**config.mk**
```make
export PLATFORM = sky130hd
export DESIGN_NAME = lsu
export DESIGN_NICKNAME = d
export VERILOG_FILES = /design/src/rtl/lsu.sv
export SDC_FILE = /design/constraint.sdc
export NUM_CORES = 1
export LEC_CHECK = 0
export ABC_CLOCK_PERIOD_IN_PS = 4100
export CAP_MARGIN = 20
export CELL_PAD_IN_SITES_DETAIL_PLACEMENT = 1
export CELL_PAD_IN_SITES_GLOBAL_PLACEMENT = 1
export CORE_AREA = 2 2 305 307
export DETAILED_ROUTE_END_ITERATION = 8
export DIE_AREA = 0 0 307 309
export PLACE_DENSITY_LB_ADDON = 0.1
export SLEW_MARGIN = 40
export SYNTH_ARGS = -nofsm -noshare
export SYNTH_HDL_FRONTEND = slang
export SYNTH_SLANG_ARGS = --single-unit
export TNS_END_PERCENT = 30
```
**constraint.sdc**
```tcl
create_clock -name i_clk -period 4.1 [get_ports i_clk]
set_input_delay 0.615 -clock i_clk [delete_from_list [all_inputs] [get_ports i_clk]]
set_output_delay 0.615 -clock i_clk [all_outputs]
set_load 0.05 [all_outputs]
```
**src/rtl/lsu.sv**
```systemverilog
// Load/store stage: registers one instruction from execute, runs req/gnt/rvalid to data memory, aligns and extends loads.
// Latency: non-memory ops 1 cycle; memory ops complete the cycle after i_mem_rvalid.
// Backpressure: o_pre_ready only while empty or draining to the WBU; the request is held until granted.
module lsu #(
    parameter int CPU_WIDTH = 64
) (
    input  logic                 i_clk,
    input  logic                 i_rst_n,
    input  logic                 i_flush,
    input  logic                 i_pre_valid,
    output logic                 o_pre_ready,
    output logic                 o_post_valid,
    input  logic                 i_post_ready,
    input  logic [CPU_WIDTH-1:0] i_exu_res,
    input  logic [CPU_WIDTH-1:0] i_exu_rs2,
    input  logic [2:0]           i_exu_lsfunc3,
    input  logic                 i_exu_lden,
    input  logic                 i_exu_sten,
    input  logic                 i_exu_fencei,
    input  logic [4:0]           i_exu_rdid,
    input  logic                 i_exu_rdwen,
    input  logic [11:0]          i_exu_csrdid,
    input  logic                 i_exu_csrdwen,
    input  logic [CPU_WIDTH-1:0] i_exu_csrd,
    input  logic [CPU_WIDTH-1:0] i_exu_pc,
    input  logic                 i_exu_ecall,
    input  logic                 i_exu_mret,
    input  logic                 i_exu_nop,
    input  logic [31:0]          s_exu_ins,
    output logic [CPU_WIDTH-1:0] o_lsu_res,
    output logic                 o_lsu_fencei,
    output logic [4:0]           o_lsu_rdid,
    output logic                 o_lsu_rdwen,
    output logic [11:0]          o_lsu_csrdid,
    output logic                 o_lsu_csrdwen,
    output logic [CPU_WIDTH-1:0] o_lsu_csrd,
    output logic [CPU_WIDTH-1:0] o_lsu_pc,
    output logic                 o_lsu_ecall,
    output logic                 o_lsu_mret,
    output logic                 o_lsu_nop,
    output logic [31:0]          s_lsu_ins,
    output logic                 o_mem_req,
    input  logic                 i_mem_gnt,
    output logic                 o_mem_wen,
    output logic [CPU_WIDTH-1:0] o_mem_addr,
    output logic [CPU_WIDTH-1:0] o_mem_wdata,
    output logic [7:0]           o_mem_wstrb,
    input  logic                 i_mem_rvalid,
    input  logic [CPU_WIDTH-1:0] i_mem_rdata
);

    typedef enum logic [2:0] {
        S_IDLE,
        S_REQ,
        S_WAIT,
        S_DONE,
        S_DRAIN
    } state_t;

    state_t                 state, state_nxt;
    logic                   valid_r;
    logic [CPU_WIDTH-1:0]   rs2_r;
    logic [2:0]             f3_r;
    logic                   lden_r;
    logic                   sten_r;

    logic                   pre_hs;
    logic                   post_hs;
    logic                   in_is_mem;
    logic                   in_req;
    logic [2:0]             off;
    logic [7:0]             strb_base;
    logic [CPU_WIDTH-1:0]   ld_shift;
    logic [CPU_WIDTH-1:0]   ld_data;

    assign in_is_mem    = i_exu_lden | i_exu_sten;
    assign o_post_valid = valid_r & ((state == S_IDLE) | (state == S_DONE));
    assign o_pre_ready  = ((o_post_valid & i_post_ready) | ~valid_r) & (state != S_DRAIN);
    // Flush wins over both handshakes: nothing is captured or retired in a flush cycle.
    assign pre_hs       = i_pre_valid & o_pre_ready & ~i_flush;
    assign post_hs      = o_post_valid & i_post_ready & ~i_flush;
    assign in_req       = (state == S_REQ);

    // Byte offset within the doubleword, forced down to the access's natural alignment.
    always_comb begin
        off       = o_lsu_res[2:0];
        strb_base = 8'h01;
        case (f3_r[1:0])
            2'b00: begin off = o_lsu_res[2:0];          strb_base = 8'h01; end
            2'b01: begin off = {o_lsu_res[2:1], 1'b0};  strb_base = 8'h03; end
            2'b10: begin off = {o_lsu_res[2], 2'b00};   strb_base = 8'h0F; end
            default: begin off = 3'd0;                  strb_base = 8'hFF; end
        endcase
    end

    assign ld_shift = i_mem_rdata >> {off, 3'b000};

    always_comb begin
        ld_data = '0;
        case (f3_r)
            3'b000: ld_data = {{(CPU_WIDTH-8){ld_shift[7]}},   ld_shift[7:0]};
            3'b001: ld_data = {{(CPU_WIDTH-16){ld_shift[15]}}, ld_shift[15:0]};
            3'b010: ld_data = {{(CPU_WIDTH-32){ld_shift[31]}}, ld_shift[31:0]};
            3'b011: ld_data = ld_shift;
            3'b100: ld_data = {{(CPU_WIDTH-8){1'b0}},  ld_shift[7:0]};
            3'b101: ld_data = {{(CPU_WIDTH-16){1'b0}}, ld_shift[15:0]};
            3'b110: ld_data = {{(CPU_WIDTH-32){1'b0}}, ld_shift[31:0]};
            default: ld_data = '0;
        endcase
    end

    // Memory port is only driven while a request is pending, so it idles at zero.
    assign o_mem_req   = in_req;
    assign o_mem_wen   = in_req & sten_r;
    assign o_mem_addr  = in_req ? {o_lsu_res[CPU_WIDTH-1:3], 3'b000} : '0;
    assign o_mem_wdata = in_req ? (rs2_r << {off, 3'b000}) : '0;
    assign o_mem_wstrb = in_req ? (strb_base << off) : 8'h00;

    always_comb begin
        state_nxt = state;
        case (state)
            S_IDLE: begin
                if (!i_flush && pre_hs && in_is_mem) state_nxt = S_REQ;
            end
            S_REQ: begin
                if (i_mem_gnt)    state_nxt = i_flush ? S_DRAIN : S_WAIT;
                else if (i_flush) state_nxt = S_IDLE;
            end
            S_WAIT: begin
                if (i_mem_rvalid) state_nxt = i_flush ? S_IDLE : S_DONE;
                else if (i_flush) state_nxt = S_DRAIN;
            end
            S_DONE: begin
                if (i_flush)      state_nxt = S_IDLE;
                else if (post_hs) state_nxt = (pre_hs && in_is_mem) ? S_REQ : S_IDLE;
            end
            S_DRAIN: begin
                if (i_mem_rvalid) state_nxt = S_IDLE;
            end
            default: state_nxt = S_IDLE;
        endcase
    end

    always_ff @(posedge i_clk or negedge i_rst_n) begin
        if (!i_rst_n) begin
            state   <= S_IDLE;
            valid_r <= 1'b0;
        end else begin
            state <= state_nxt;
            if (i_flush)      valid_r <= 1'b0;
            else if (pre_hs)  valid_r <= 1'b1;
            else if (post_hs) valid_r <= 1'b0;
        end
    end

    always_ff @(posedge i_clk or negedge i_rst_n) begin
        if (!i_rst_n) begin
            o_lsu_res     <= '0;
            rs2_r         <= '0;
            f3_r          <= 3'd0;
            lden_r        <= 1'b0;
            sten_r        <= 1'b0;
            o_lsu_fencei  <= 1'b0;
            o_lsu_rdid    <= 5'd0;
            o_lsu_rdwen   <= 1'b0;
            o_lsu_csrdid  <= 12'd0;
            o_lsu_csrdwen <= 1'b0;
            o_lsu_csrd    <= '0;
            o_lsu_pc      <= '0;
            o_lsu_ecall   <= 1'b0;
            o_lsu_mret    <= 1'b0;
            o_lsu_nop     <= 1'b0;
            s_lsu_ins     <= 32'd0;
        end else if (pre_hs) begin
            o_lsu_res     <= i_exu_res;
            rs2_r         <= i_exu_rs2;
            f3_r          <= i_exu_lsfunc3;
            lden_r        <= i_exu_lden;
            sten_r        <= i_exu_sten;
            o_lsu_fencei  <= i_exu_fencei;
            o_lsu_rdid    <= i_exu_rdid;
            o_lsu_rdwen   <= i_exu_rdwen;
            o_lsu_csrdid  <= i_exu_csrdid;
            o_lsu_csrdwen <= i_exu_csrdwen;
            o_lsu_csrd    <= i_exu_csrd;
            o_lsu_pc      <= i_exu_pc;
            o_lsu_ecall   <= i_exu_ecall;
            o_lsu_mret    <= i_exu_mret;
            o_lsu_nop     <= i_exu_nop;
            s_lsu_ins     <= s_exu_ins;
        end else if (state == S_WAIT && i_mem_rvalid && !i_flush && lden_r) begin
            o_lsu_res <= ld_data;
        end
    end

endmodule

```
==> results.json, run 1 <==
{
  "overflow": 0,
  "clk_path_buf_depth": 3,
  "outcome": "complete, no violations",
  "vias": 17700,
  "crit_fanout": 19,
  "path_buf_inv": 2,
  "cts.sinks": 320,
  "fp.dieW_um": 307,
  "finalClockSkew_ns": 0.0327,
  "end_kind": "primary output",
  "hold_path_class": "in2async",
  "drt_iter0_markers": 1001,
  "synthTopCellsByCount": "964 x nand2_1, 320 x dfrtp_1, 106 x clkbuf_1",
  "path_class": "reg2out",
  "grt_pass1_vias": 18900,
  "routed_wl_mm": 96.7,
  "wire_per_inst_um": 24.1,
  "relSlewSlack": 0.452,
  "grt_start_max_net_pins": 97,
  "cellPowerDensity_nw_per_um2": 841,
  "finalCritPeriodShare": 0.940,
  "synth_top_cell_by_area": "dfrtp_1",
  "die_area_um2": 94900,
  "viasPerCell": 4.42,
  "min_period_ns": 3.85,
  "start_kind": "register",
  "synth-edff-count": 0,
  "cpPeakStageDelay_ns": 0.57,
  "area_growth_pct": 65.6,
  "insertion_delay_ns": 0.59,
  "start_util": 0.181,
  "place_congestion": 0.843,
  "cap_viol_max_count": 0,
  "grt_antenna_before_repair": 16,
  "ir_worst_vdd_v": 0.000330,
  "ys_seq_area_frac": 0.483,
  "fin_tns_setup_ns": 0,
  "layout.nets": 3171,
  "total_power_mw": 23.1,
  "synthArstFlopShare": 1.00,
  "final-hold-violation-count": 0,
  "syn-instance-count": 2079,
  "syn_area_per_cell_um2": 7.97,
  "slew_violations": 0,
  "core_area_um2": 91400,
  "synthTopCellsByArea": "dfrtp_1 48%, nand2_1 22%, mux2i_1 5.6%",
  "grt_use_total": 0.196,
  "worstMarginPinSlew_ns": 0.799,
  "register_area_um2": 8010,
  "cp.arrival_ns": 3.24,
  "synth_most_common_cell": "nand2_1",
  "synth-main-ff-cell": "dfrtp_1",
  "crit_path_start": "o_lsu_res[0]",
  "synth.ff_latch_count": 320,
  "cts_made_buffers": 42,
  "port_buffers": 770,
  "drc": 0,
  "rows": 111,
  "fillerInstances": 10600,
  "clkSlewWorstSetupHoldPaths_ns": 0.06,
  "fin_util": 0.300,
  "root_buffer": "clkbuf_16",
  "antenna_left": 0,
  "drive_gt1_frac": 0.0747,
  "regToRegStartpoint": "o_lsu_res[0]",
  "max_freq_mhz": 259,
  "critical_path.cell_chain": "nor3b_4 > buf_4 > mux2i_1 > o21ai_0 > nand2_1 > a21oi_1 > buf_12",
  "required_ns": 3.48,
  "htreeDepth": 2,
  "cp_top_family": "compound AO/OA/AOI/OAI gates",
  "yosysTopAreaCellShare": 0.483,
  "die_y_um": 309,
  "netlist_area_um2": 16600,
  "multiInputGateArea_um2": 7930,
  "rsz0062_at_grt": "false",
  "detailed_place_hpwl_mm": 75.0,
  "setup_violations": 0,
  "ios": 774,
  "power_leakage_nw": 12.6,
  "first_pass_iters": 5,
  "cts_hold_buf": 0,
  "grt_pass1_wl_mm": 137,
  "cts_tree": "done",
  "cp_slowest_cell": "dfrtp_1",
  "ys_warn_count": 0,
  "ys_types": 60
}
## cells in the final DEF (no fill, tap or decap), drive strengths merged, types with 2 or more instances in the layout
cell and instances:
nand2 964, clkdlybuf4s50 689, dfrtp 320, buf 123, nand3 103, mux2i 93, a21oi 75, and2 73
and3 60, clkbuf 59, nor2 39, o21ai 37, a221oi 21, nor2b 21, o211ai 15, a31oi 14
inv 10, o2111ai 9, nor3 8, clkinv 8, a22oi 8, diode 7, nand4 6, mux4 5
o2bb2ai 4, a211o 4, nand2b 4, a2bb2oi 3, conb 3, or2 2, a211oi 2, and4 2
a311oi 2, o22ai 2, a31o 2, or3b 2, nor3b 2
## flip-flops by register name (all words and copies together) (netlist names)
name	count
f3_r	3
lden_r	1
o_lsu_csrd	64
o_lsu_csrdid	12
o_lsu_csrdwen	1
o_lsu_ecall	1
o_lsu_fencei	1
o_lsu_mret	1
o_lsu_nop	1
o_lsu_pc	64
o_lsu_rdid	5
o_lsu_rdwen	1
o_lsu_res	64
rs2_r	64
s_lsu_ins	32
state	3
sten_r	1
valid_r	1
## per-layer routing
layer | GRT usage | part of all wire | vias up | wire length, um
met3 | 0.0609 | 0.075 | 123 | 7220
li1 | - | - | 8221 | -
met5 | 0 | 0.0010 | - | 97
met4 | 0.0639 | 0.029 | 16 | 2850
met2 | 0.344 | 0.50 | 580 | 48400
met1 | 0.227 | 0.39 | 8749 | 38100
## final timing paths
check / slack, ns / endpoint / cells past startpoint
setup / recovery: 0.25 / o_mem_wdata[53] / 7
hold / removal: 0.04 / s_lsu_ins[31] / 1
setup reg to reg: 0.60 / o_lsu_res[1] / 6
hold reg to reg: 0.47 / o_lsu_pc[57] / 2
max in group asynchronous: 3.00 / o_lsu_res[8] / 2
min in group i_clk: 0.47 / o_lsu_pc[57] / 2
## area by class of cell
type / instances / area share
Antenna cell: 7 / 0.000638
Inverter: 7 / 0.000958
Sequential cell: 320 / 0.292
Clock inverter: 13 / 0.00420
Timing Repair Buffer: 812 / 0.316
Clock buffer: 59 / 0.0429
Multi-Input combinational cell: 1601 / 0.289
Tap cell: 1186 / 0.0541
## per-stage QoR
stage	worst slack (ns)	cells	hold WS (ns)	area, um^2
floorplan	0.449	2081	0.319	16600
global placement	0.633	3926	0.450	26100
detailed placement	0.589	3926	0.461	26100
CTS	0.117	3998	0.0599	27400
global route	0.0577	4003	0.0769	27400
finish	0.246	4005	0.0393	27400
## what timing repair did
item	CTS	global route
buffers inserted	0	0
endpoints found under the setup margin	0	1
gates resized for setup	0	1
## where the power goes
part	switching, mW	internal, mW
sequential	1.14	4.41
clock	1.55	2.07
combinational	9.30	4.60
## logic make-up (layout without fill, tap and decap cells)
family / count (synthesis) / count (layout) / synth area share
xor+xnor: 1 / 1 / 0.000529
buf+inv: 160 / 891 / 0.0424
mux: 98 / 98 / 0.0630
flops: 320 / 320 / 0.483
other cells: 1 / 10 / 0.000226
compound gates: 207 / 207 / 0.0807
simple gates: 1292 / 1292 / 0.330
Note: power is estimated with default switching activity, not from simulation.
==> run 2, diff against run 1 <==
--- a/config.mk
+++ b/config.mk
@@ -9,9 +9,9 @@
 export CAP_MARGIN = 20
 export CELL_PAD_IN_SITES_DETAIL_PLACEMENT = 1
 export CELL_PAD_IN_SITES_GLOBAL_PLACEMENT = 1
-export CORE_AREA = 2 2 305 307
+export CORE_AREA = 4 4 298 300
 export DETAILED_ROUTE_END_ITERATION = 8
-export DIE_AREA = 0 0 307 309
+export DIE_AREA = 0 0 302 304
 export PLACE_DENSITY_LB_ADDON = 0.1
 export SLEW_MARGIN = 40
 export SYNTH_ARGS = -nofsm -noshare
==> run 2 against run 1 <==
Compared with the run above:
- wire length shrank 1.4%
- sequential cell count is the same
- clock-buffer cell count grew 8
- die area shrank 3.2%
- first-iteration DRC count shrank 6.3%
- global-route usage grew 0.41 points
- total power grew 1.4%
- via count grew 0.52%
- critical path type unchanged
==> results.json, run 2 (synthesis gave the netlist of run 1 again) <==
{
  "outcome": "complete, no violations",
  "swShare": 0.510,
  "finalCritPeriodShare": 0.933,
  "die_y_um": 304,
  "rsz0062_at_grt": "false",
  "slew_violations": 0,
  "start_kind": "register",
  "relSlewSlack": 0.473,
  "antenna_left": 0,
  "layout_commonest_cell": "nand2_1",
  "first_pass_iters": 7,
  "grt_use_total": 0.201,
  "path_class": "reg2out",
  "crit_fanout": 43,
  "total_power_mw": 23.4,
  "switching_power_mw": 11.9,
  "drive_gt1_frac": 0.0778,
  "drt_iter0_markers": 938,
  "drc": 0,
  "grt_antenna_before_repair": 21,
  "vias": 17800,
  "rows": 108,
  "layout.nets": 3183,
  "min_period_ns": 3.83,
  "hold_path_class": "in2async",
  "final_cell_mix": "962 x nand2_1, 699 x clkdlybuf4s50_1, 319 x dfrtp_1",
  "required_ns": 3.48,
  "core_area_um2": 86200,
  "final-hold-violation-count": 0,
  "grt_pass1_vias": 18900,
  "grt_pass1_wl_mm": 137,
  "cpPeakStageDelay_ns": 0.58,
  "ir_worst_vdd_v": 0.000344,
  "root_buffer": "clkbuf_16",
  "comb_power_share": 0.595,
  "worstMarginPinSlew_ns": 0.791,
  "fp.dieW_um": 302,
  "overflow": 0,
  "die_area_um2": 91800,
  "ios": 774,
  "port_buffers": 770,
  "htreeDepth": 2,
  "cts_tree": "done",
  "internal_power_mw": 11.5,
  "area_growth_pct": 67.6,
  "clk_path_buf_depth": 3,
  "end_kind": "primary output",
  "grt_start_max_net_pins": 88,
  "cp_top_family": "simple AND/OR/NAND/NOR gates",
  "p_seq_frac": 0.237,
  "start_util": 0.192,
  "path_buf_inv": 2,
  "cp_slowest_cell": "dfrtp_1",
  "routed_wl_mm": 95.3,
  "insertion_delay_ns": 0.58,
  "setup_violations": 0,
  "fin_tns_setup_ns": 0,
  "clockPowerShare": 0.168,
  "finalClockSkew_ns": 0.0228,
  "wire_per_inst_um": 23.9,
  "cellPowerDensity_nw_per_um2": 842,
  "cts.sinks": 320,
  "power_leakage_nw": 12.8,
  "critical_path.cell_chain": "buf_4 > nand2b_4 > nand3_1 > nor2_1 > buf_12",
  "cts_hold_buf": 0,
  "clkSlewWorstSetupHoldPaths_ns": 0.06,
  "viasPerCell": 4.45,
  "cts_made_buffers": 44,
  "max_freq_mhz": 261,
  "cp.arrival_ns": 3.21,
  "cap_viol_max_count": 0,
  "place_congestion": 0.848,
  "detailed_place_hpwl_mm": 74.1
}
==> run 2: worst register-to-register path, cell delays in order (launching register included) <==
cell	delay, ns
dfrtp_1	0.58
buf_4	0.31
nand2b_4	0.56
nor2_4	0.22
buf_4	0.23
a2bb2oi_1	0.54
o21ai_0	0.34
nand3_1	0.19
nand4_1	0.10
==> run 2: routing by layer <==
layer  share of wire  GRT usage  vias up  wire (um)
met3           0.073     0.0564      132       6950
li1                -          -     8250          -
met2            0.51      0.354      616      48400
met1            0.39      0.232     8771      37100
met5         0.00087          0        -         83
met4           0.029     0.0671       12       2760
==> run 2: through the flow <==
stage	setup slack [ns]	instance area (um^2)	util	std cells	hold slack, ns
detailed placement	0.606	26200	0.304	3900	0.458
global placement	0.585	26200	0.304	3900	0.457
global route	0.00880	27800	0.322	3993	0.0962
CTS	0.0173	27700	0.321	3983	0.0820
finish	0.274	27800	0.322	3995	0.0617
floorplan	0.449	16600	-	2081	0.319
==> run 2: layout make-up <==
type                       instances  area, um^2
antenna                           11        27.5
clock buffer                      67        1330
clock inverter                    12         150
fill                           10200       58400
inverter                           7        26.3
multi-input combinational       1601        7940
sequential                       320        8010
tap                             1155        1450
timing repair buffer             822        8840
==> run 2: final timing paths <==
| check | startpoint | to | slack, ns | cells past startpoint |
|---|---|---|---|---|
| max in group asynchronous | i_rst_n | rs2_r[35] | 2.97 | 2 |
| min | i_rst_n | state[0] | 0.06 | 1 |
| min in group i_clk | o_lsu_csrd[7] | o_lsu_csrd[7] | 0.47 | 2 |
| min reg2reg | o_lsu_csrd[7] | o_lsu_csrd[7] | 0.47 | 2 |
| max reg2reg | f3_r[1] | o_lsu_res[13] | 0.89 | 8 |
| max | f3_r[1] | o_mem_wdata[15] | 0.27 | 5 |
==> run 2: repair_timing <==
action,CTS,global route
setup endpoints to repair,3,8
pin swaps,1,0
setup buffers,4,0
resized for setup,0,2
==> run 2: power groups by stage <==
stage | logic (mW) | registers, mW | clock network, mW
floorplan | 5.07 | 8.57 | 0
global placement | 13.9 | 5.56 | 0
detailed placement | 13.9 | 5.60 | 0
CTS | 14.0 | 5.58 | 4.09
global route | 14.7 | 5.73 | 4.21
finish | 13.9 | 5.55 | 3.92
